`src/rtl/carddec_pkg.sv`:
```
// Shared definitions for the punched-card column decoder: row bit positions,
// EBCDIC character constants and the output sequencer state encoding.
// No logic; imported by punch2ebcdic and card_col_decoder.
package carddec_pkg;

  // Bit positions of each card row inside the 12-bit column word.
  localparam int ROW12 = 11;
  localparam int ROW11 = 10;
  localparam int ROW0  = 9;
  localparam int ROW1  = 8;
  localparam int ROW2  = 7;
  localparam int ROW3  = 6;
  localparam int ROW4  = 5;
  localparam int ROW5  = 4;
  localparam int ROW6  = 3;
  localparam int ROW7  = 2;
  localparam int ROW8  = 1;
  localparam int ROW9  = 0;

  // EBCDIC characters with a fixed role in the decode table.
  localparam logic [7:0] E_SP    = 8'h40;
  localparam logic [7:0] E_SUB   = 8'h3F;
  localparam logic [7:0] E_AMP   = 8'h50;
  localparam logic [7:0] E_MINUS = 8'h60;
  localparam logic [7:0] E_0     = 8'hF0;

  // Output sequencer: S_BIN2 means the low byte of a binary column is pending.
  typedef logic [0:0] carddec_state_t;
  localparam carddec_state_t S_RUN  = 1'b0;
  localparam carddec_state_t S_BIN2 = 1'b1;

endpackage

```
`src/rtl/punch2ebcdic.sv`:
```
// Combinational punch-to-EBCDIC decoder for one 12-row card column.
// Latency: none (pure logic). Backpressure: not applicable.
// Ports: punch[11:0] (bit 11 = row 12 ... bit 0 = row 9), ebcdic[7:0], invalid.
// Build option CARDDEC_VALIDATE_EN: when defined, illegal punch combinations
// decode to SUB (0x3F) with invalid=1; when undefined, invalid is tied to 0
// and illegal combinations fall back to a priority decode.
module punch2ebcdic
  import carddec_pkg::*;
(
  input  logic [11:0] punch,
  output logic [7:0]  ebcdic,
  output logic        invalid
);

  logic       z12, z11, z0;
  logic [9:1] dg;          // dg[k] = digit row k punched
  logic [3:0] lo;          // lowest punched digit
  logic [3:0] lo2;         // lowest punched digit other than 8
  logic [3:0] dsel;        // digit used for the table lookup
  logic       has_d;
  logic       pair8;       // 8 combined with a digit 2..7
  logic       zpair;       // 12-0 or 11-0 with no digits
  logic [7:0] dec;

  always_comb begin
    z12 = punch[ROW12];
    z11 = punch[ROW11];
    z0  = punch[ROW0];
    dg  = {punch[ROW9], punch[ROW8], punch[ROW7], punch[ROW6], punch[ROW5],
           punch[ROW4], punch[ROW3], punch[ROW2], punch[ROW1]};

    // Scan downwards so the smallest punched digit is the one left standing.
    lo  = 4'd0;
    lo2 = 4'd0;
    for (int k = 9; k >= 1; k--) begin
      if (dg[k]) lo = 4'(k);
      if (dg[k] && k != 8) lo2 = 4'(k);
    end

    has_d = |dg;
    pair8 = dg[8] && (lo2 >= 4'd2) && (lo2 <= 4'd7);
    // For a legal column these reduce to the punched digit(s); for illegal
    // ones they implement "8 pairs with the lowest other digit, otherwise
    // the lowest digit wins" (8-1 and 8-9 therefore decode as 1 and 8).
    dsel  = pair8 ? lo2 : lo;
    // 12-0 / 11-0 only form a character without digits; anything else with
    // several zones keeps just the highest one.
    zpair = !has_d && z0 && (z12 ^ z11);

    if (zpair) begin
      dec = z12 ? 8'hC0 : 8'hD0;
    end else if (z12) begin
      dec = !has_d ? E_AMP   : (pair8 ? 8'h48 + 8'(dsel) : 8'hC0 + 8'(dsel));
    end else if (z11) begin
      dec = !has_d ? E_MINUS : (pair8 ? 8'h58 + 8'(dsel) : 8'hD0 + 8'(dsel));
    end else if (z0) begin
      if (!has_d)             dec = E_0;
      else if (pair8)         dec = (dsel == 4'd2) ? 8'hE0 : 8'h68 + 8'(dsel);
      else                    dec = (dsel == 4'd1) ? 8'h61 : 8'hE0 + 8'(dsel);
    end else begin
      dec = !has_d ? E_SP    : (pair8 ? 8'h78 + 8'(dsel) : 8'hF0 + 8'(dsel));
    end
  end

`ifdef CARDDEC_VALIDATE_EN
  logic [3:0] ndig;
  logic [1:0] nzone;

  always_comb begin
    ndig = 4'd0;
    for (int k = 1; k <= 9; k++) ndig = ndig + 4'(dg[k]);
    nzone   = {1'b0, z12} + {1'b0, z11} + {1'b0, z0};
    invalid = !(((ndig <= 4'd1) || ((ndig == 4'd2) && pair8)) &&
                ((nzone <= 2'd1) || zpair));
    ebcdic  = invalid ? E_SUB : dec;
  end
`else
  assign invalid = 1'b0;
  assign ebcdic  = dec;
`endif

endmodule

```
`src/rtl/card_col_decoder.sv`:
```
// Streaming card column decoder: one 12-row column in, one EBCDIC byte or two
// raw 6-bit bytes (column-binary mode) out, with column position and error flag.
// Latency: 1 cycle (registered output). Backpressure: o_valid && !i_ready holds
// all outputs and drops o_ready; binary columns also block input for a cycle.
// Ports: i_clk, i_rst_n (async, active-low), i_clr (sync card restart),
// i_mode (sampled at column 1), i_col/i_valid/o_ready input handshake,
// o_data/o_valid/i_ready output handshake, o_col, o_last, o_err sidebands.
// Build option CARDDEC_VALIDATE_EN selects punch validation (see punch2ebcdic).
module card_col_decoder
  import carddec_pkg::*;
#(
  parameter int COLS = 80,
  parameter int CNTW = $clog2(COLS + 1)
) (
  input  logic            i_clk,
  input  logic            i_rst_n,
  input  logic            i_clr,
  input  logic            i_mode,
  input  logic [11:0]     i_col,
  input  logic            i_valid,
  output logic            o_ready,
  output logic [7:0]      o_data,
  output logic            o_valid,
  input  logic            i_ready,
  output logic [CNTW-1:0] o_col,
  output logic            o_last,
  output logic            o_err
);

  carddec_state_t  state;
  logic [CNTW-1:0] cnt;        // 1-based number of the next column to accept
  logic            mode_q;
  logic [7:0]      lo_q;       // pending low byte of a binary column
  logic            lo_last_q;

  logic [7:0]      dec;
  logic            dec_inv;
  logic            take, accept, first, wrap, mode_eff;

  punch2ebcdic u_dec (
    .punch   (i_col),
    .ebcdic  (dec),
    .invalid (dec_inv)
  );

  assign take    = o_valid && i_ready;
  assign o_ready = !i_clr && (state == S_RUN) && (!o_valid || i_ready);
  assign accept  = i_valid && o_ready;
  assign first   = (cnt == CNTW'(1));
  assign wrap    = (cnt == CNTW'(COLS));
  // Column 1 uses the live mode bit; the rest of the card uses the latched one.
  assign mode_eff = first ? i_mode : mode_q;

  always_ff @(posedge i_clk or negedge i_rst_n) begin
    if (!i_rst_n) begin
      state     <= S_RUN;
      cnt       <= CNTW'(1);
      mode_q    <= 1'b0;
      lo_q      <= 8'h00;
      lo_last_q <= 1'b0;
      o_data    <= 8'h00;
      o_valid   <= 1'b0;
      o_col     <= '0;
      o_last    <= 1'b0;
      o_err     <= 1'b0;
    end else if (i_clr) begin
      state   <= S_RUN;
      cnt     <= CNTW'(1);
      o_valid <= 1'b0;
    end else if (accept) begin
      o_valid <= 1'b1;
      o_col   <= cnt;
      cnt     <= wrap ? CNTW'(1) : cnt + CNTW'(1);
      if (first) mode_q <= i_mode;
      if (mode_eff) begin
        o_data    <= {2'b00, i_col[11:6]};
        o_err     <= 1'b0;
        o_last    <= 1'b0;         // last flag travels with the low byte
        lo_q      <= {2'b00, i_col[5:0]};
        lo_last_q <= wrap;
        state     <= S_BIN2;
      end else begin
        o_data <= dec;
        o_err  <= dec_inv;
        o_last <= wrap;
      end
    end else if (state == S_BIN2 && take) begin
      // High byte leaves this edge; low byte replaces it, same o_col.
      o_data <= lo_q;
      o_last <= lo_last_q;
      o_err  <= 1'b0;
      state  <= S_RUN;
    end else if (take) begin
      o_valid <= 1'b0;
    end
  end

endmodule

```
`config.mk`:
```
export PLATFORM = sky130hd
export DESIGN_NAME = card_col_decoder
export DESIGN_NICKNAME = d
export VERILOG_FILES = /design/src/rtl/carddec_pkg.sv /design/src/rtl/punch2ebcdic.sv /design/src/rtl/card_col_decoder.sv
export SDC_FILE = /design/constraint.sdc
export NUM_CORES = 1
export LEC_CHECK = 0
export ABC_AREA = 1
export ABC_CLOCK_PERIOD_IN_PS = 2300
export CAP_MARGIN = 10
export CORE_UTILIZATION = 40
export CTS_CLUSTER_DIAMETER = 40
export CTS_CLUSTER_SIZE = 25
export DETAILED_ROUTE_END_ITERATION = 16
export SLEW_MARGIN = 20
export SYNTH_ARGS = -nofsm -noshare
export SYNTH_HDL_FRONTEND = slang
export SYNTH_SLANG_ARGS = --single-unit
```
`constraint.sdc`:
```
create_clock -name i_clk -period 2.3 [get_ports i_clk]
set_input_delay 0.46 -clock i_clk [delete_from_list [all_inputs] [get_ports i_clk]]
set_output_delay 0.46 -clock i_clk [all_outputs]
set_load 0.005 [all_outputs]
```
# --- Word level (Yosys, flattened, before mapping) ---
# Cells that the tools add are included.
totals:
  register_bits: 34
  inputBits: 18
op_classes:
  addsub: 9
  n_lt_le_gt_ge: 2
  eq_ne: 6
  n_mux: 51
  n_bitwise: 3
  reduce_logical: 23
op_table:
  columns: ["cell", "n"]
  rows:
  - ["$mux 8", 17]
  - ["$mux 4", 17]
  - ["$add 7x4->8 const A", 4]
  - ["$mux 7", 3]
  - ["$add 7x5->8 const A", 2]
  - ["$mux 1", 13]
  - ["$logic_and 1x1->1", 9]
  - ["$reduce_or 9->1", 1]
  - ["$reduce_and 2->1", 4]
  - ["$add 6x5->7 const A", 1]
  - ["$add 7x1->7 const B", 1]
  - ["$eq 7x1->1 const B", 1]
  - ["$eq 7x7->1 const B", 1]
  - ["$add 5x5->6 const A", 1]
  - ["$reduce_bool 3->1", 2]
  - ["$mux 5", 1]
  - ["$eq 4x1->1 const B", 1]
  - ["$eq 4x2->1 const B", 1]
  - ["$ge 4x2->1 const B", 1]
  - ["$le 4x3->1 const B", 1]
  - ["$reduce_bool 2->1", 2]
  - ["$logic_not 1->1", 3]
  - ["$ne 3x2->1 const B", 1]
  - ["$ne 3x3->1 const B", 1]
  - ["4 further kinds", 5]

# --- Longest topological paths before layout ---
depth:
  word_depth: 22
  mapped_depth: 14
  ltp_nobuf: 14

# --- Modules after synthesis ---
# A second synthesis with hierarchy kept.
unflattened:
  hier_cells: 281
  hier_area_um2: 2105.8
by_module_without_submodules:
  columns: ["module", "instances", "cells_each", "area_per_inst_um2", "seq_area_each_um2"]
  rows:
  - ["card_col_decoder", 1, 206, 1751.7, 852.1]
  - ["punch2ebcdic", 1, 75, 354.1, 0.0]

# --- Worst setup path after synthesis ---
# Ideal clock, no wire load.
synth_path:
  path_kind: "input -> register"
  startpoint: "input i_col[7]"
  endpoint: "register o_data[3]"
  setup_ns: 0.117
  arrival_time_ns: 1.680
  required_ns: 2.183
  slack_ns: 0.503
  path_stages: 11
  path_cell_list: "nor2_2 > nand2_1 > nor2_2 > nand2_1 > nand3_1 > inv_1 > ha_1 > a21oi_1 > nor2_1 > a21oi_2 > nor2_1"
synth_between:
  elab_chain_len: 16
synth_rtl:
  columns: ["item", "line_no", "source"]
  rows:
  - ["from (decl)", "card_col_decoder.sv:19", "input logic [11:0] i_col,"]
  - ["$mux 4 (2 in series)", "punch2ebcdic.sv:37", "if (dg[k] && k != 8) lo2 = 4'(k);"]
  - ["$ge 4x2->1", "punch2ebcdic.sv:41", "pair8 = dg[8] && (lo2 >= 4'd2) && (lo2 <= 4'd7);"]
  - ["$logic_and 1x1->1 (2 in series)", "punch2ebcdic.sv:41", null]
  - ["$mux 4", "punch2ebcdic.sv:45", "dsel = pair8 ? lo2 : lo;"]
  - ["$add 7x4->8 (tied with other cells)", "punch2ebcdic.sv:58", "else if (pair8) dec = (dsel == 4'd2) ? 8'hE0 : 8'h68 + 8'(dsel);"]
  - ["$mux 8, on equally long branches", "punch2ebcdic.sv:58, punch2ebcdic.sv:59", null]
  - ["$mux 8", "punch2ebcdic.sv:58", null]
  - ["$mux 8", "punch2ebcdic.sv:57", "if (!has_d) dec = E_0;"]
  - ["$mux 8", "punch2ebcdic.sv:56", "end else if (z0) begin"]
  - ["$mux 8", "punch2ebcdic.sv:54", "end else if (z11) begin"]
  - ["$mux 8", "punch2ebcdic.sv:52", "end else if (z12) begin"]
  - ["$mux 8 (*)", "punch2ebcdic.sv:50", "if (zpair) begin"]
  - ["$mux 8 (*)", "card_col_decoder.sv:75", "if (mode_eff) begin"]
  - ["$mux 8 (*)", "card_col_decoder.sv:70", "end else if (accept) begin"]
  - ["to (signal assigned)", "card_col_decoder.sv:76", "o_data <= {2'b00, i_col[11:6]};"]
  - ["to (signal assigned)", "card_col_decoder.sv:89", "o_data <= lo_q;"]
  - ["to (decl)", "card_col_decoder.sv:22", "output logic [7:0] o_data,"]
# Mark *: on every way between the ends. The rest lies on a longest branch, timed or not.
# A chain may end at the register's enable or synchronous reset.

# --- Final worst setup path ---
layout_path:
  startpoint: "input i_ready"
  endpoint: "output o_ready"
layout_between:
  elab_chain_len: 2
layout_rtl:
  columns: ["item", "line_no", "source"]
  rows:
  - ["from (decl)", "card_col_decoder.sv:24", "input logic i_ready,"]
  - ["$logic_or 1x1->1", "card_col_decoder.sv:47", "assign o_ready = !i_clr && (state == S_RUN) && (!o_valid || i_ready);"]
  - ["$logic_and 1x1->1", "card_col_decoder.sv:47", null]
  - ["to (decl)", "card_col_decoder.sv:21", "output logic o_ready,"]
# Every way passes these cells.

==> results.tsv <==
metric	value	unit
outcome	complete, no violations	
place.gp.congestion	0.814	
dp_cells	324	
grt_pass1_wl	7180	µm
synth_edf_count	0	
crit_slowest_cell	clkdlybuf4s50_1	
crit_path_max_incr_delay	520	ps
final_nets	301	
drc	0	
drt_iter0_markers	84	
critPathLaunch	i_ready	
coreArea	4350	µm²
dp_hpwl	3070	µm
fmax	0.466	GHz
io_pins	37	
crit_path_end_kind	output pin	
syn_nets	254	
dieArea	4820	µm²
via_count	1617	
stdcell_count	332	
htree_levels	2	
ys_async_sr_fraction	1.00	
fillers	444	
clkLatencyLatePin	280	ps
critPathKind	in2out	
cts_root_buffer	clkbuf_8	
cts_setup_buffers	0	
routedWlPerCell	12.1	µm
synth_seq_cells	33	
cts_tree	built	
postRouteWirelength	4030	µm
synth_area_leader_cell	dfrtp_1	
numCtsBuffers	5	
period_minus_slack	2140	ps
cts.sinks	33	
placed_area	2280	µm²
maxCapViolCount	0	
vdd_drop_max	439	µV
syn_area	1820	µm²
critPathTopFamily	buffers and inverters	
area_growth	30.7	%
die_w	69.5	µm
fin_tns_setup	0	ps
slew_violations	0	
fin_skew	5.69	ps
worst_setup_path_start_kind	input port	
cts_buffer_depth	2	
drtAntennaViolNets	0	
min_path_type	reg2reg	
ys_types	33	
path_max_fanout	3	
rsz0062_at_grt	no	
vias_per_cell	4.87	
firstDrtPassIters	4	
power.density	828	nW/µm²
start_util	0.418	
worstPathArrival	1680	ps
worst_ep_required_time	1840	ps
drive_gt1_frac	0.125	
port_buffers	35	
rows	24	
postSynthCellCount	232	
final_common_cell	nand2_1	
hold_ws	473	ps
worstPathCellList	clkdlybuf4s50_1 > o21ai_2 > nor2_4 > clkdlybuf4s50_1	
crit-reg2reg-launch	cnt[1]$_DFFE_PN0N_	
crit_buf_inv	2	
layout_common_cells	nand2_1, clkdlybuf4s50_1, dfrtp_1	
diodes	0	
first_global_vias	1508	
setup_viol	0	
leakagePower	0.00113	µW
avgSynthCellArea	7.85	µm²
path_clk_slew	70	ps
grt_util_all_layers	0.187	
finalHoldViolations	0	
ys_warn_count	0	
yosysTopAreaCellShare	0.440	
finish.utilization	0.547	
cts_resized	0	
cpMostUsedCell	clkdlybuf4s50_1	
fin_crit_sh	0.932	
synth_area_leaders	dfrtp_1, nand2_1, inv_1	
grt_antenna_before_repair	0	
seq_area_frac_synth	0.454	
synthFlopType	dfrtp_1	
fin_area	2380	µm²
cts_hold_buf	0	
grt.overflow.total	0	
grt_max_degree	34	
hold_start	o_data[6]$_DFFE_PN0P_	
dieHeight	69.5	µm
[worst paths after layout]
kind | end | slack [ps] | cells past startpoint
worst max-delay path | o_ready | 160 | 4
worst min-delay path | o_data[6]$_DFFE_PN0P_ | 470 | 2
worst max register to register | o_data[3]$_DFFE_PN0P_ | 520 | 9
worst min register to register | o_data[6]$_DFFE_PN0P_ | 470 | 2
max in group asynchronous | cnt[0]$_DFFE_PN1N_ | 1390 | 2
min in group asynchronous | cnt[2]$_DFFE_PN0N_ | 570 | 2
[cell usage after synthesis, types with 4 or more instances]
| master | instances |
|---|---|
| a21oi_1 | 10 |
| dfrtp_1 | 32 |
| ha_1 | 4 |
| inv_1 | 28 |
| nand2_1 | 60 |
| nand3_1 | 14 |
| nor2_1 | 17 |
| nor3_1 | 5 |
| o21ai_0 | 11 |
| o21ai_1 | 11 |
| o22ai_1 | 4 |
[through the flow]
stage / setup WS, ps / total power (µW)
final: 156 / 1970
after global routing: 88.9 / 2110
after floorplan: 503 / 1170
after CTS: 148 / 2000
after detailed placement: 1.46 / 1510
after global placement: 38.7 / 1500
[registers in the layout, indices dropped and copies added (netlist names)]
signal / flops
o_data: 8
cnt: 7
o_col: 7
lo_q: 6
lo_last_q: 1
mode_q: 1
o_last: 1
o_valid: 1
state: 1
[power by group]
part / internal [µW] / switching (µW) / total, µW / leakage [µW]
combinational: 335 / 298 / 634 / 0.000654
sequential: 751 / 106 / 857 / 0.000421
clock: 270 / 209 / 480 / 0.0000542
total: 1360 / 614 / 1970 / 0.00113
[logic make-up after synthesis]
| kind of cell | share of synthesized area |
|---|---|
| compound gates | 0.169 |
| xor+xnor | 0.0192 |
| fa+ha+maj | 0.0275 |
| buf+inv | 0.0811 |
| flops | 0.454 |
| other cells | 0.00206 |
| simple gates | 0.247 |
[layout make-up]
| type | instances | area, µm² | share of cell area |
|---|---|---|---|
| clock buffers | 7 | 96.3 | 0.0405 |
| flip-flops and latches | 33 | 827 | 0.348 |
| inverters | 32 | 123 | 0.0515 |
| repair buffers | 44 | 418 | 0.176 |
| clock inverters | 1 | 5.00 | 0.00210 |
| well taps | 52 | 65.1 | 0.0273 |
| multi-input cells | 163 | 846 | 0.355 |
[tightest hold or removal path, delay by kind of cell (launching register included)]
family	cells	cell delay (ps)
flip-flops	1	340
AND/OR/NAND/NOR	2	100
[routing by layer]
| metal | track usage | vias up | wire [µm] |
|---|---|---|---|
| li1 | - | 849 | - |
| met1 | 0.284 | 724 | 2210 |
| met2 | 0.262 | 38 | 1610 |
| met3 | 0.0451 | 6 | 164 |
| met4 | 0.0544 | 0 | 51 |
| met5 | 0 | - | 0 |
Note: power is estimated with default switching activity, not from simulation.
